===== src/rtl/lisa_qspi_arbiter.sv =====
// Round-robin arbiter sharing one lisa_qqspi controller among NUM_REQ requesters.
// The grant is locked for a whole burst and released only once the controller is idle again.
module lisa_qspi_arbiter #(
    parameter int unsigned NUM_REQ      = 3,
    parameter int unsigned CHIP_SELECTS = 2
) (
    input  logic                              clk,
    input  logic                              rst_n,
    input  logic [NUM_REQ-1:0]                req_valid,
    input  logic [NUM_REQ*24-1:0]             req_addr,
    input  logic [NUM_REQ*16-1:0]             req_wdata,
    input  logic [NUM_REQ*2-1:0]              req_wstrb,
    input  logic [NUM_REQ*4-1:0]              req_xfer_len,
    input  logic [NUM_REQ*CHIP_SELECTS-1:0]   req_ce,
    input  logic [NUM_REQ-1:0]                req_ready_ack,
    output logic [NUM_REQ-1:0]                req_gnt,
    output logic [NUM_REQ-1:0]                req_ready,
    output logic [NUM_REQ-1:0]                req_done,
    output logic [15:0]                       rdata,
    output logic                              spi_valid,
    output logic [23:0]                       spi_addr,
    output logic [15:0]                       spi_wdata,
    output logic [1:0]                        spi_wstrb,
    output logic [3:0]                        spi_xfer_len,
    output logic [CHIP_SELECTS-1:0]           spi_ce_ctrl,
    output logic                              spi_ready_ack,
    input  logic                              spi_ready,
    input  logic                              spi_xfer_done,
    input  logic [15:0]                       spi_rdata
);

    localparam int unsigned IDX_W = (NUM_REQ > 1) ? $clog2(NUM_REQ) : 1;
    localparam logic [IDX_W-1:0] LAST_INIT = IDX_W'(NUM_REQ - 1);

    typedef enum logic [1:0] {
        StIdle,
        StBusy,
        StRelease
    } state_e;

    state_e             state_q, state_d;
    logic [NUM_REQ-1:0] gnt_q, gnt_d;
    logic               valid_q, valid_d;
    logic [IDX_W-1:0]   last_q, last_d;

    logic [IDX_W-1:0]   winner;
    logic               found;

    // First requesting index after the last winner, wrapping around.
    always_comb begin
        winner = '0;
        found  = 1'b0;
        for (int unsigned k = 1; k <= NUM_REQ; k++) begin
            int unsigned idx;
            idx = (32'(last_q) + k) % NUM_REQ;
            if (!found && req_valid[idx]) begin
                found  = 1'b1;
                winner = idx[IDX_W-1:0];
            end
        end
    end

    always_comb begin
        state_d = state_q;
        gnt_d   = gnt_q;
        valid_d = valid_q;
        last_d  = last_q;
        unique case (state_q)
            StIdle: begin
                // A ready still high from the previous burst means the controller is not idle yet.
                if (found && !spi_ready) begin
                    gnt_d         = '0;
                    gnt_d[winner] = 1'b1;
                    valid_d       = 1'b1;
                    last_d        = winner;
                    state_d       = StBusy;
                end
            end
            StBusy: begin
                if (spi_xfer_done) begin
                    valid_d = 1'b0;
                    state_d = StRelease;
                end
            end
            StRelease: begin
                if (!spi_ready) begin
                    gnt_d   = '0;
                    state_d = StIdle;
                end
            end
            default: begin
                gnt_d   = '0;
                valid_d = 1'b0;
                state_d = StIdle;
            end
        endcase
    end

    always_ff @(posedge clk or negedge rst_n) begin
        if (!rst_n) begin
            state_q <= StIdle;
            gnt_q   <= '0;
            valid_q <= 1'b0;
            last_q  <= LAST_INIT;
        end else begin
            state_q <= state_d;
            gnt_q   <= gnt_d;
            valid_q <= valid_d;
            last_q  <= last_d;
        end
    end

    // Grant is zero or one-hot, so an OR of gated slices is a mux that idles at zero.
    always_comb begin
        spi_addr      = '0;
        spi_wdata     = '0;
        spi_wstrb     = '0;
        spi_xfer_len  = '0;
        spi_ce_ctrl   = '0;
        spi_ready_ack = 1'b0;
        for (int unsigned i = 0; i < NUM_REQ; i++) begin
            if (gnt_q[i]) begin
                spi_addr      = spi_addr | req_addr[24*i +: 24];
                spi_wdata     = spi_wdata | req_wdata[16*i +: 16];
                spi_wstrb     = spi_wstrb | req_wstrb[2*i +: 2];
                spi_xfer_len  = spi_xfer_len | req_xfer_len[4*i +: 4];
                spi_ce_ctrl   = spi_ce_ctrl | req_ce[CHIP_SELECTS*i +: CHIP_SELECTS];
                spi_ready_ack = spi_ready_ack | req_ready_ack[i];
            end
        end
    end

    assign req_gnt   = gnt_q;
    assign spi_valid = valid_q;
    assign req_ready = gnt_q & {NUM_REQ{spi_ready}};
    assign req_done  = gnt_q & {NUM_REQ{spi_xfer_done}};
    assign rdata     = spi_rdata;

endmodule

===== config.mk =====
export PLATFORM = sky130hd
export DESIGN_NAME = lisa_qspi_arbiter
export DESIGN_NICKNAME = d
export VERILOG_FILES = /design/src/rtl/lisa_qspi_arbiter.sv
export SDC_FILE = /design/constraint.sdc
export NUM_CORES = 1
export LEC_CHECK = 0
export ABC_AREA = 1
export CAP_MARGIN = 20
export CORE_AREA = 2 2 95 97
export CTS_CLUSTER_DIAMETER = 120
export DETAILED_ROUTE_END_ITERATION = 7
export DIE_AREA = 0 0 97 99
export PLACE_DENSITY = 0.72
export SLEW_MARGIN = 20
export SYNTH_ARGS = -nofsm -noshare
export SYNTH_HDL_FRONTEND = slang
export SYNTH_SLANG_ARGS = --single-unit

===== constraint.sdc =====
create_clock -name clk -period 1.6 [get_ports clk]
set_input_delay 0.16 -clock clk [delete_from_list [all_inputs] [get_ports clk]]
set_output_delay 0.16 -clock clk [all_outputs]
set_load 0.02 [all_outputs]

=== After elaboration in Yosys (flattened, before gate mapping) ===
Cells that the tools add are included.

* Bits in registers: 8
* Input port bits: 170
* Output and inout bits: 75
* Logic and storage cells: 90

* $add $sub $neg: 3
* Divide/modulo/power cells: 3
* Magnitude comparators: 5
* Equality and inequality tests: 5
* Muxes and demuxes: 42
* Bitwise gates (word level): 16
* Reduce and logical (&&, ||, !) cells: 12

{| class="wikitable"
|+ Operators with widths
! cell !! number
|-
| $lt A32 B3 Y1 const B || 3
|-
| $mod A32 B2 Y32 const B || 3
|-
| $mux W24 || 3
|-
| $mux W16 || 3
|-
| $or A24 B24 Y24 || 2
|-
| $or A16 B16 Y16 || 2
|-
| $mux W2 || 12
|-
| $mux W1 || 12
|-
| $mux W4 || 3
|-
| $pmux W3 S3 || 1
|-
| $reduce_and A3 Y1 || 3
|-
| $or A2 B2 Y2 || 4
|-
| $or A4 B4 Y4 || 2
|-
| $add A2 B2 Y3 const B || 2
|-
| $and A3 B3 Y3 || 2
|-
| $bmux W1 S2 || 3
|-
| $mux W3 || 2
|-
| $ne A2 B2 Y1 const B || 3
|-
| $pmux W2 S3 || 1
|-
| $logic_and A1 B1 Y1 || 4
|-
| $add A2 B1 Y3 const B || 1
|-
| $logic_not A1 Y1 || 3
|-
| $lt A2 B3 Y1 const B || 1
|-
| $pmux W1 S3 || 1
|-
| other kinds (8) || 10
|}

=== Longest topological paths before layout ===
* Word-level depth: 17
* Mapped depth: 13
* Depth with buffers taken out: 13

=== Worst setup path after synthesis ===
OpenSTA, ideal clock, no wires.

* Kind: reg2reg
* Start point: reg last_q[1]
* End point: reg gnt_q[0], in the netlist req_gnt[0]
* Setup time: 0.116 ns
* Arrival: 1.494 ns
* Required time: 1.484 ns
* Setup slack: -0.010 ns
* Cell stages (with the launch flop): 12
* Clock period less this slack: 1.610 ns
* Path through: dfstp_2 ha_1 nand2_1 nor2_2 a21oi_2 nand3_2 nand2_4 nand2_2 nand2_1 nor2_1 nand2_1 nand2_1

* Cells in the longest elaborated chain, start to end: 17

{| class="wikitable"
|+ RTL lines
! element !! RTL line !! RTL
|-
| start: declaration || 44 || <nowiki>logic [IDX_W-1:0] last_q, last_d;</nowiki>
|-
| start signal: assignment || 109 || <nowiki>last_q <= last_d;</nowiki>
|-
| $add A2 B1 Y3 || 55 || <nowiki>idx = (32'(last_q) + k) % NUM_REQ;</nowiki>
|-
| $mod A32 B2 Y32 || 55 ||
|-
| $bmux W1 S2 || 56 || <nowiki>if (!found && req_valid[idx]) begin</nowiki>
|-
| $mux W1 (implied by the code) || 56 ||
|-
| $mux W1 || 56 ||
|-
| $logic_not A1 Y1 || 56 ||
|-
| $logic_and A1 B1 Y1 || 56 ||
|-
| $mux W1 || 56 ||
|-
| $logic_not A1 Y1 || 56 ||
|-
| $logic_and A1 B1 Y1 || 56 ||
|-
| $mux W2 || 56 ||
|-
| $lt A2 B3 Y1 (implied by the code) / $ge A2 B1 Y1 (equally long branches) || 73 || <nowiki>gnt_d[winner] = 1'b1;</nowiki>
|-
| $logic_and A1 B1 Y1 (implied by the code) || 73 ||
|-
| $mux W1 (implied by the code) || 73 ||
|-
| $demux W1 S2 || 73 ||
|-
| $mux W3 || 71 || <nowiki>if (found && !spi_ready) begin</nowiki>
|-
| $pmux W3 S3 || 68 || <nowiki>unique case (state_q)</nowiki>
|-
| end signal: assignment || 107 || <nowiki>gnt_q <= gnt_d;</nowiki>
|-
| end: declaration || 42 || <nowiki>logic [NUM_REQ-1:0] gnt_q, gnt_d;</nowiki>
|}

Parallel ways exist; a longest one is shown, timed or not. The select of a mux whose other input is x is not followed.
A chain may end at the register's enable or synchronous reset.

=== Worst setup path in the final report ===
Same ends and word-level chain as after synthesis.

==> impl_metrics.tcl <==
set metrics [dict create \
    dpl_worst_slack_ps -176 \
    r2r_setup_slack_ps -130 \
    worst_pin_slew_ps 357 \
    fillers 836 \
    drive_above_1_share_pct 11.2 \
    avgViaCountPerCell 4.39 \
    syn_area_per_cell_um2 5.01 \
    setup-violations-final 8 \
    drc 0 \
    dpl.hpwl_um 6580 \
    row_count 34 \
    path_cells "buf_6 > ha_4 > inv_2 > nand2_1 > nand2_2 > a21oi_4 > nand3_4 > nand2_4 > nand2_4 > nand2_2 > nor2_1 > nand2_1 > nand2_1" \
    syn_inst 330 \
    finalHoldViolCount 0 \
    worst_path_most_repeated_cell "nand2_1" \
    synth_warnings 0 \
    crit_path_max_incr_delay_ps 570 \
    end_kind "flip-flop" \
    nets 710 \
    startpoint_type "flip-flop" \
    multi_input_area_um2 1300 \
    grt_use_total_pct 15.2 \
    slowest_stage "dfstp_2" \
    cts_buffer_depth 2 \
    post-route-period-util_pct 108 \
    drtPass1Iterations 4 \
    path_class "flip-flop to flip-flop" \
    post-route-min-period_ps 1730 \
    drtIter0Drc 77 \
    synthSimpleGateAreaFrac_pct 65.7 \
    area_growth_pct 147 \
    cts_num_sinks 8 \
    synth.distinct_cells 24 \
    arrival_ps 1850 \
    maxCapViolCount 0 \
    numCtsBuffers 3 \
    place.gp.congestion 0.810 \
    outcome "finished with violations" \
    cp_max_fo 4 \
    slew_headroom_pct 76.1 \
    grt_pass1_wl_um 12200 \
    worstSkewPairLatency_ps 230 \
    hp-class "primary input to async pin" \
    start_util_pct 19.3 \
    first_global_vias 2728 \
    setup_ws_ps -129 \
    diodes 0 \
    antenna_found_initial 0 \
    power_mw 5.00 \
    synthMuxAreaShare_pct 0 \
    fin_util_pct 47.8 \
    synth_area_um2 1650 \
    synthXorXnorAreaFrac_pct 0 \
    path_clk_slew_ps 40 \
    tritoncts "built" \
    fin_skew_ps 4.85 \
    dp.cells 631 \
    coreArea_um2 8550 \
    ant_nets 0 \
    synth_top_family_by_area "simple AND/OR/NAND/NOR gates" \
    synth_fa_ha_area_share_pct 3.03 \
    rr_worst_depth 13 \
    power_leakage_nw 1.99 \
    root_buffer "clkbuf_8" \
    ir_drop_mv 0.550 \
    die-area_um2 9600 \
    synth_compound_area_share_pct 3.48 \
    violations "negative setup slack" \
    final_cells 643 \
    worstPathRequired_ps 1720 \
    wl_per_cell_um 12.4 \
    grt_remaining_overflow 0 \
    num_vias 2823 \
    cp.buffers_inverters 2 \
    io_buffer_count 212 \
    crit_family "simple AND/OR/NAND/NOR gates" \
    fmax_ghz 0.578 \
    r2r-start "last_q[1]" \
    synth_nets 504 \
    ys_seq_elements 8 \
    drt_wl_total_um 7980 \
    io_pins 245 \
    grt_max_degree 21 \
    rsz0062_at_grt "true" \
    die_w_um 97 \
    slew_viol_final 0 \
    regArea_um2 205 \
    die_h_um 99 \
    htreeDepth 1 \
    power_density_nw_per_um2 1220 \
    ys_seq_area_share_pct 12.2 \
    timing.rr.end "req_gnt[0]" \
]
-- cells in the final DEF, fill, tap and decap left out, drive strengths merged --
master,n
dfstp,1
inv,19
dfrtp,7
or2,2
ha,4
nand4,2
nor2,8
clkdlybuf4s50,154
nor3,1
dlygate4sd2,56
nand2,185
buf,24
nand3b,1
nand3,56
a21oi,3
o21ai,7
clkbuf,5
-- synth_stat cells --
cell	n	area share, %
nand2_1	181	41
nand3_1	53	16
clkbuf_1	18	4.1
inv_1	17	3.9
buf_4	16	7.3
dfrtp_1	7	11
nor2_1	7	1.6
ha_1	4	3.0
o21ai_1	4	1.2
nand2_2	3	1.1
nand3_2	3	1.8
a21oi_1	2	0.61
inv_2	2	0.45
nand4_1	2	0.76
o21ai_0	2	0.61
a21oi_2	1	0.53
dfstp_2	1	1.6
nand2_4	1	0.68
nand3b_1	1	0.45
nor2_2	1	0.38
nor3_4	1	0.98
o21ai_2	1	0.53
or2_0	1	0.38
or2_1	1	0.38
-- area by class of cell --
type,count,area share [%]
sequential,8,5.02
clock buffer,4,1.10
timing repair buffer,235,57.0
multi-input combinational,269,31.8
inverter,19,1.81
tap,108,3.31
-- cells by family after synthesis --
family                   after synthesis
adder cells (fa/ha/maj)                4
buffers and inverters                 53
AND/OR/NAND/NOR                      255
AO/OA/AOI/OAI                         10
flip-flops                             8
-- flip-flops by register name, summed over array words and instances (netlist names) --
signal	count
spi_valid	1
state_q	2
req_gnt	3
last_q	2
-- worst max-delay path by stage --
stage,startpoint,end,slack [ps],depth (start not counted)
final,last_q[1],req_gnt[0],-130,13
after global routing,last_q[1],req_gnt[0],-250,13
after CTS,last_q[1],last_q[0],-160,10
after detailed placement,last_q[1],last_q[0],-180,11
after global placement,last_q[1],last_q[0],-110,11
after floorplan,last_q[1],last_q[1],-0.9,11
-- layer usage --
layer / vias to the layer above / part of all wire (%) / global-route usage, %
li1: 1419 / - / -
met1: 1217 / 37 / 15.9
met2: 160 / 50 / 28.2
met3: 27 / 9.1 / 4.33
met4: 0 / 3.6 / 6.83
met5: - / 0 / 0
-- report_power, final --
part           switching (mW)  total [mW]  internal [mW]
Clock                  0.0802       0.253          0.173
Sequential              0.115       0.414          0.299
Combinational            2.35        4.33           1.98
Total                    2.54        5.00           2.45
-- repair_timing --
item,in CTS,in global routing
gates resized for setup,75,13
gates cloned,0,0
setup buffers,7,1
setup endpoints to repair,65,20
hold buffers,0,0
pin swaps,8,10
-- through the flow --
step / TNS [ps] / hold slack, ps / area [um^2]
after CTS: -965 / 211 / 4050
after global routing: -1700 / 245 / 4090
after global placement: -673 / 320 / 3950
after detailed placement: -1160 / 320 / 3950
final: -686 / 205 / 4090
after floorplan: -1.65 / -136 / 1670
(Power assumes the default switching activity.)
